`src/rtl/w25q16_pkg.sv`:
```
`default_nettype none
// ============================================================================
//  Module      : w25q16_pkg
//  Description : Shared types and constants for the W25Q16 read sequencer:
//                FSM state enum, dummy/filler byte, flash opcodes and a
//                byte-select helper for 3-byte table fields.
//  Revision    : 1.0 - initial release
// ============================================================================
package w25q16_pkg;

    typedef enum logic [2:0] {
        ST_IDLE  = 3'd0,
        ST_CSS   = 3'd1,
        ST_CMD   = 3'd2,
        ST_ADDR  = 3'd3,
        ST_DUMMY = 3'd4,
        ST_READ  = 3'd5,
        ST_OUT   = 3'd6,
        ST_CSH   = 3'd7
    } state_t;

    // Byte clocked out on MOSI while only MISO data matters
    localparam logic [7:0] W25Q_DUMMY_BYTE   = 8'hFF;

    localparam logic [7:0] W25Q_OP_READ       = 8'h03;
    localparam logic [7:0] W25Q_OP_FAST_READ  = 8'h0B;
    localparam logic [7:0] W25Q_OP_WREN       = 8'h06;
    localparam logic [7:0] W25Q_OP_CHIP_ERASE = 8'hC7;

    // Most-significant byte first: sel 0 -> [23:16], 1 -> [15:8], else [7:0]
    function automatic logic [7:0] field_byte(input logic [23:0] field,
                                              input logic [1:0]  sel);
        case (sel)
            2'd0:    field_byte = field[23:16];
            2'd1:    field_byte = field[15:8];
            default: field_byte = field[7:0];
        endcase
    endfunction

endpackage
`default_nettype wire

```
`src/rtl/spi_cs_timer.sv`:
```
`default_nettype none
// ============================================================================
//  Module      : spi_cs_timer
//  Description : Loadable down-counter used for chip-select setup and hold
//                waits. Load value N gives N+1 cycles until o_zero.
//  Revision    : 1.0 - initial release
// ============================================================================
module spi_cs_timer
#(
    parameter int WIDTH = 16
) (
    input  logic             clk,
    input  logic             rst_n,
    input  logic             i_load,
    input  logic [WIDTH-1:0] i_load_val,
    output logic             o_zero,
    output logic             o_one
);

    logic [WIDTH-1:0] r_count;

    // Load has priority; otherwise count down and stop at zero
    always_ff @(posedge clk) begin
        if (!rst_n) begin
            r_count <= '0;
        end else if (i_load) begin
            r_count <= i_load_val;
        end else if (r_count != '0) begin
            r_count <= r_count - 1'b1;
        end
    end

    assign o_zero = (r_count == '0);
    assign o_one  = (r_count == WIDTH'(1));

endmodule
`default_nettype wire

```
`src/rtl/w25q16_rd_seq.sv`:
```
`default_nettype none
// ============================================================================
//  Module      : w25q16_rd_seq
//  Description : W25Q16 read-command sequencer. Walks the command table,
//                shifts opcode + address through the SPI byte engine under
//                its own chip-select, reads RD_LEN bytes and forwards them on
//                a valid/ready stream with full backpressure.
//  Options     : W25Q_RD_DUMMY_EN - insert one discarded dummy byte after the
//                address (fast read, opcode 0x0B).
//  Revision    : 1.0 - initial release
// ============================================================================
module w25q16_rd_seq
    import w25q16_pkg::*;
#(
    parameter int CMD_NUM = 2,
    parameter int RD_LEN  = 16,
    parameter int T_CSS   = 4,
    parameter int T_CSH   = 8
) (
    input  logic        sys_clk,
    input  logic        sys_rst_n,
    input  logic        start,
    output logic [7:0]  index,
    input  logic [23:0] spi_wrdata,
    output logic        cs_n,
    output logic [7:0]  tx_byte,
    output logic        tx_req,
    input  logic        tx_done,
    input  logic [7:0]  rx_byte,
    output logic [7:0]  rd_data,
    output logic        rd_valid,
    input  logic        rd_ready,
    output logic        busy,
    output logic        done
);

    localparam logic [7:0]  c_CMD_NUM  = 8'(CMD_NUM);
    localparam logic [15:0] c_RD_LAST  = 16'(RD_LEN - 1);
    localparam logic [15:0] c_CSS_LOAD = 16'(T_CSS - 1);
    localparam logic [15:0] c_CSH_LOAD = 16'(T_CSH - 1);

`ifdef W25Q_RD_DUMMY_EN
    localparam state_t c_ST_AFTER_ADDR = ST_DUMMY;
`else
    localparam state_t c_ST_AFTER_ADDR = ST_READ;
`endif

    state_t      r_state;
    logic [7:0]  r_index;
    logic [1:0]  r_byte_cnt;
    logic [15:0] r_rd_cnt;
    logic        r_cs_n;
    logic [7:0]  r_tx_byte;
    logic        r_tx_req;
    logic [7:0]  r_rd_data;
    logic        r_rd_valid;
    logic        r_busy;
    logic        r_done;

    logic        w_accept_start;
    logic        w_enter_csh;
    logic        w_tmr_load;
    logic [15:0] w_tmr_val;
    logic        w_tmr_zero;
    logic        w_tmr_one;

    // A start is taken in IDLE or on the final CSH cycle (back-to-back)
    assign w_accept_start = start && ((r_state == ST_IDLE) ||
                                      ((r_state == ST_CSH) && w_tmr_zero));
    assign w_enter_csh    = (r_state == ST_OUT) && rd_ready &&
                            (r_rd_cnt == c_RD_LAST);
    assign w_tmr_load     = w_accept_start || w_enter_csh;
    assign w_tmr_val      = w_enter_csh ? c_CSH_LOAD : c_CSS_LOAD;

    spi_cs_timer #(
        .WIDTH      (16)
    ) u_cs_timer (
        .clk        (sys_clk),
        .rst_n      (sys_rst_n),
        .i_load     (w_tmr_load),
        .i_load_val (w_tmr_val),
        .o_zero     (w_tmr_zero),
        .o_one      (w_tmr_one)
    );

    // Sequencer FSM: every output is registered here
    always_ff @(posedge sys_clk) begin
        if (!sys_rst_n) begin
            r_state    <= ST_IDLE;
            r_index    <= 8'd0;
            r_byte_cnt <= 2'd0;
            r_rd_cnt   <= 16'd0;
            r_cs_n     <= 1'b1;
            r_tx_byte  <= 8'd0;
            r_tx_req   <= 1'b0;
            r_rd_data  <= 8'd0;
            r_rd_valid <= 1'b0;
            r_busy     <= 1'b0;
            r_done     <= 1'b0;
        end else begin
            r_done <= 1'b0;
            case (r_state)
                ST_IDLE: begin
                    if (w_accept_start) begin
                        r_state    <= ST_CSS;
                        r_cs_n     <= 1'b0;
                        r_busy     <= 1'b1;
                        r_index    <= 8'd0;
                        r_byte_cnt <= 2'd0;
                        r_rd_cnt   <= 16'd0;
                    end
                end

                ST_CSS: begin
                    if (w_tmr_zero) begin
                        r_state   <= ST_CMD;
                        r_tx_req  <= 1'b1;
                        r_tx_byte <= spi_wrdata[7:0];
                    end
                end

                ST_CMD: begin
                    if (r_tx_req && tx_done) begin
                        r_tx_req <= 1'b0;
                        r_index  <= 8'd1;
                        r_state  <= (CMD_NUM == 1) ? c_ST_AFTER_ADDR : ST_ADDR;
                    end
                end

                ST_ADDR: begin
                    if (!r_tx_req) begin
                        r_tx_req  <= 1'b1;
                        r_tx_byte <= field_byte(spi_wrdata, r_byte_cnt);
                    end else if (tx_done) begin
                        r_tx_req <= 1'b0;
                        if (r_byte_cnt == 2'd2) begin
                            r_byte_cnt <= 2'd0;
                            r_index    <= r_index + 8'd1;
                            if (r_index + 8'd1 == c_CMD_NUM) begin
                                r_state <= c_ST_AFTER_ADDR;
                            end
                        end else begin
                            r_byte_cnt <= r_byte_cnt + 2'd1;
                        end
                    end
                end

`ifdef W25Q_RD_DUMMY_EN
                ST_DUMMY: begin
                    // Response to the dummy byte is intentionally dropped
                    if (!r_tx_req) begin
                        r_tx_req  <= 1'b1;
                        r_tx_byte <= W25Q_DUMMY_BYTE;
                    end else if (tx_done) begin
                        r_tx_req <= 1'b0;
                        r_state  <= ST_READ;
                    end
                end
`endif

                ST_READ: begin
                    if (!r_tx_req) begin
                        r_tx_req  <= 1'b1;
                        r_tx_byte <= W25Q_DUMMY_BYTE;
                    end else if (tx_done) begin
                        r_tx_req   <= 1'b0;
                        r_rd_data  <= rx_byte;
                        r_rd_valid <= 1'b1;
                        r_state    <= ST_OUT;
                    end
                end

                ST_OUT: begin
                    // No SPI traffic until the byte is taken downstream
                    if (rd_ready) begin
                        r_rd_valid <= 1'b0;
                        if (r_rd_cnt == c_RD_LAST) begin
                            r_state <= ST_CSH;
                            r_cs_n  <= 1'b1;
                            if (T_CSH == 1) begin
                                r_done <= 1'b1;
                            end
                        end else begin
                            r_rd_cnt <= r_rd_cnt + 16'd1;
                            r_state  <= ST_READ;
                        end
                    end
                end

                ST_CSH: begin
                    if (w_tmr_zero) begin
                        if (w_accept_start) begin
                            r_state    <= ST_CSS;
                            r_cs_n     <= 1'b0;
                            r_index    <= 8'd0;
                            r_byte_cnt <= 2'd0;
                            r_rd_cnt   <= 16'd0;
                        end else begin
                            r_state <= ST_IDLE;
                            r_busy  <= 1'b0;
                        end
                    end else if (w_tmr_one) begin
                        r_done <= 1'b1;
                    end
                end

                default: begin
                    r_state <= ST_IDLE;
                end
            endcase
        end
    end

    assign index    = r_index;
    assign cs_n     = r_cs_n;
    assign tx_byte  = r_tx_byte;
    assign tx_req   = r_tx_req;
    assign rd_data  = r_rd_data;
    assign rd_valid = r_rd_valid;
    assign busy     = r_busy;
    assign done     = r_done;

endmodule
`default_nettype wire

```
`config.mk`:
```
export PLATFORM = sky130hd
export DESIGN_NAME = w25q16_rd_seq
export DESIGN_NICKNAME = d
export VERILOG_FILES = /design/src/rtl/w25q16_pkg.sv /design/src/rtl/spi_cs_timer.sv /design/src/rtl/w25q16_rd_seq.sv
export SDC_FILE = /design/constraint.sdc
export NUM_CORES = 1
export LEC_CHECK = 0
export BUFFER_PORTS_ARGS = -buffer_cell sky130_fd_sc_hd__buf_2
export CORE_ASPECT_RATIO = 1.2
export CORE_UTILIZATION = 55
export CTS_BUF_LIST = sky130_fd_sc_hd__clkbuf_4
export DETAILED_ROUTE_END_ITERATION = 16
export HOLD_SLACK_MARGIN = 0.03
export PLACE_DENSITY = 0.79
export SLEW_MARGIN = 20
export SYNTH_ARGS = -nofsm -noshare
export SYNTH_HDL_FRONTEND = slang
export SYNTH_SLANG_ARGS = --single-unit
export TNS_END_PERCENT = 5
```
`constraint.sdc`:
```
create_clock -name sys_clk -period 5.8 [get_ports sys_clk]
set_clock_uncertainty 0.1 [all_clocks]
set_input_delay 0.87 -clock sys_clk [delete_from_list [all_inputs] [get_ports sys_clk]]
set_output_delay 0.87 -clock sys_clk [all_outputs]
set_load 0.1 [all_outputs]
```
==> impl_metrics.yaml <==
worst_setup_path:
  worstPathCellList: "or4_4, nor3_4, a41oi_2, a311o_1, or4_1, a21oi_1"
  crit_path_max_fanout: 23
  crit_path_end_kind: "flop"
  cp_slowest_cell: "or4_4"
  rr_startpoint: "u_cs_timer.r_count[11]"
  slowest_delay_ps: 580
  critical_path_class: "reg -> reg"
  cp-startpoint: "u_cs_timer.r_count[11]"
  cp.required_ps: 6030
  crit_path_start_kind: "flop"
  cp.arrival_ps: 3350
clock_network:
  clk_path_buf_depth: 2
  cts_setup_buffers: 0
  cts_buffers: 9
  clockRootBuffer: "clkbuf_4"
  cts_resized: 0
  cts_tree: "built"
  cts_htree_levels: 3
  clkSinkCount: 66
  insertion_delay_ps: 410
  hold_buffers: 0
  clkSlewWorstSetupHoldPaths_ps: 100
logic_synthesis:
  postSynthNetCount: 448
  synth_compound_area_share_pct: 21.20
  synth_edf_count: 0
  netlist-cell-type-count: 56
  syn_avg_cell_area_sq_um: 8.620
  async_flop_share_pct: 0
  synth_warnings: 0
  synthMuxAreaShare_pct: 5.720
  yosys.area_share.adder_pct: 1.788
  syn_inst: 406
  synth-xor-area-share_pct: 4.755
  yosysSeqAreaShare_pct: 37.75
  synthFlopType: "dfxtp_1"
  ys_seq_elements: 66
  synth_top_family_by_area: "simple AND/OR/NAND/NOR gates"
  netlist_area_sq_um: 3500
  synthSimpleGateAreaFrac_pct: 26.10
layout:
  area.growth.synth_to_final_pct: 13.51
  postLayoutCoreUtil_pct: 65.24
  final_area_sq_um: 3973
  nets: 505
  instances_no_fill: 550
  drive_gt1_share_pct: 19.87
  diodes: 0
  fillCellCount: 545
  multiInputGateArea_sq_um: 2092
  seq_area_sq_um: 1321
power_and_ir_drop:
  p_clk_share_pct: 14.2
  ir_worst_vdd_mv: 0.3539
  p_seq_share_pct: 35.6
  comb_power_share_pct: 50.2
  p_per_area_nw_per_um2: 451.3
  p_int_mw: 0.9313
  swShare_pct: 48.05
  power.leakage_nw: 1.599
  switchingPower_mw: 0.8615
  power.total_mw: 1.793
place:
  dpl_cell_area_sq_um: 3864
  gp_congestion: 0.8797
  dp.final_hpwl_um: 5466
  placedCellCount: 534
  io_buffers: 65
route:
  ant_nets: 0
  wirelength_um: 7789
  vias_per_cell: 5.858
  avgRoutedWirePerCell_um: 14.16
  first_iter_violations: 246
  dr.pass1.iters: 4
  route.detailed.drc: 0
  vias: 3222
timing:
  fin_crit_ps: 3125
  post-route-period-util_pct: 53.89
  slew_viol_final: 0
  worst_pin_slew_ps: 1026
  finalHoldViolations: 0
  rsz0062_at_grt: "no"
  finalSetupTns_ps: 0
  fmax_mhz: 320.0
  finalSetupViolCount: 0
  relSlewSlack_pct: 31.60
min_path:
  hp-class: "reg -> reg"
  hp-start: "cs_n"
floorplanning:
  coreArea_sq_um: 6090
  dieArea_sq_um: 6687
  core.rowCount: 31
  die_x_um: 74.82
  boundaryPins: 66
  initial_core_util_pct: 57.47
  die_h_um: 89.38
global_routing:
  grt_max_degree: 44
  grt_pass1_vias: 2922
  grtUsageTotal_pct: 24.43
  antenna_found_initial: 0
  grt_overflow: 0
  grt_pass1_wl_um: 12520
run:
  cap_violations: 0
outcome:
  status: "finished clean"
layout by cell type (no fill, tap or decap), types with 13 or more instances in the layout:
cell type,n
o21ai_0,16
buf_2,65
nor2b_1,15
xnor2_1,13
nor2_1,38
a21boi_0,14
nand2_1,32
dfxtp_1,66
a21oi_1,19
nand3_1,19
mux2i_1,20
layer usage:
metal  GRT usage, %  vias up  wire length (um)
met2          40.13       98              3655
met1          30.14     1486              3643
met4          12.01        0               159
met5              0        -                 0
li1               -     1624                 -
met3          5.186       14               329
path summary, 6_finish.rpt:
check                           endpoint  slack (ps)  cells past startpoint
setup / recovery  u_cs_timer.r_count[14]        2670                      6
hold / removal                      cs_n         400                      2
setup reg to reg  u_cs_timer.r_count[14]        2670                      6
hold reg to reg                     cs_n         400                      2
per-stage QoR:
stage	setup WS, ps	hold WS [ps]
after floorplan	2876	350.3
after global placement	2800	368.2
after detailed placement	2708	381.2
after CTS	2694	396.5
after global routing	2457	422.7
final	2675	397.3
flip-flops by register name, indices dropped and copies added, names as in the netlist:
register	cells
r_state	3
r_rd_cnt	16
r_byte_cnt	2
tx_req	1
index	8
tx_byte	8
u_cs_timer.r_count	16
rd_data	8
rd_valid	1
cs_n	1
done	1
busy	1
power by group through the flow:
stage / logic [mW] / clock network (mW) / registers [mW]
after floorplan: 0.551 / 0 / 0.825
after global placement: 0.876 / 0 / 0.639
after detailed placement: 0.895 / 0 / 0.645
after CTS: 0.898 / 0.263 / 0.635
after global routing: 0.977 / 0.280 / 0.649
final: 0.900 / 0.255 / 0.638
cells by family (layout without fill, tap and decap cells):
group / count (synthesis) / count (layout)
and+or+nand+nor: 167 / 167
muxes: 20 / 20
xor gates and xnor gates: 19 / 19
buffers and inverters: 25 / 87
AOI/OAI and AO/OA: 104 / 104
adders and majority gates: 5 / 5
DFF: 66 / 66
layout make-up:
type,instances,share of cell area (%)
clock inverters,4,0.4724
inverters,6,0.5669
clock buffers,12,2.268
well taps,82,2.583
multi-input cells,315,52.66
repair buffers,65,8.189
flip-flops and latches,66,33.26
worst max-delay path, delay by kind of cell, from the launching register on:
family          cells  cell delay, ps
simple gates        3            1280
flops               1             360
compound gates      3            1320
cells in the mapped netlist (2+ instances only):
cell,n,area (sq um)
a211oi_1,12,90.09
a21boi_0,14,105.1
a21oi_1,19,95.09
a31o_2,4,35.03
a31oi_1,3,18.77
a41oi_1,2,17.52
and2_1,5,31.28
and3_1,3,18.77
and4_1,3,26.28
clkbuf_1,18,67.56
dfxtp_1,66,1321
ha_1,5,62.56
inv_1,6,22.52
mux2i_1,20,200.2
nand2_1,32,120.1
nand2b_1,5,31.28
nand3_1,19,95.09
nand3b_1,4,30.03
nor2_1,38,142.6
nor2b_1,15,93.84
nor3_1,9,45.04
nor3b_1,2,15.01
nor4_1,6,37.54
o2111ai_1,6,52.55
o211a_1,7,70.07
o21a_1,2,15.01
o21ai_0,16,80.08
o31ai_1,6,45.04
o41ai_1,3,26.28
or2_2,2,12.51
or3_1,10,62.56
or4_1,2,15.01
or4_4,2,22.52
xnor2_1,13,113.9
xor2_1,6,52.55
(Power assumes the default switching activity.)
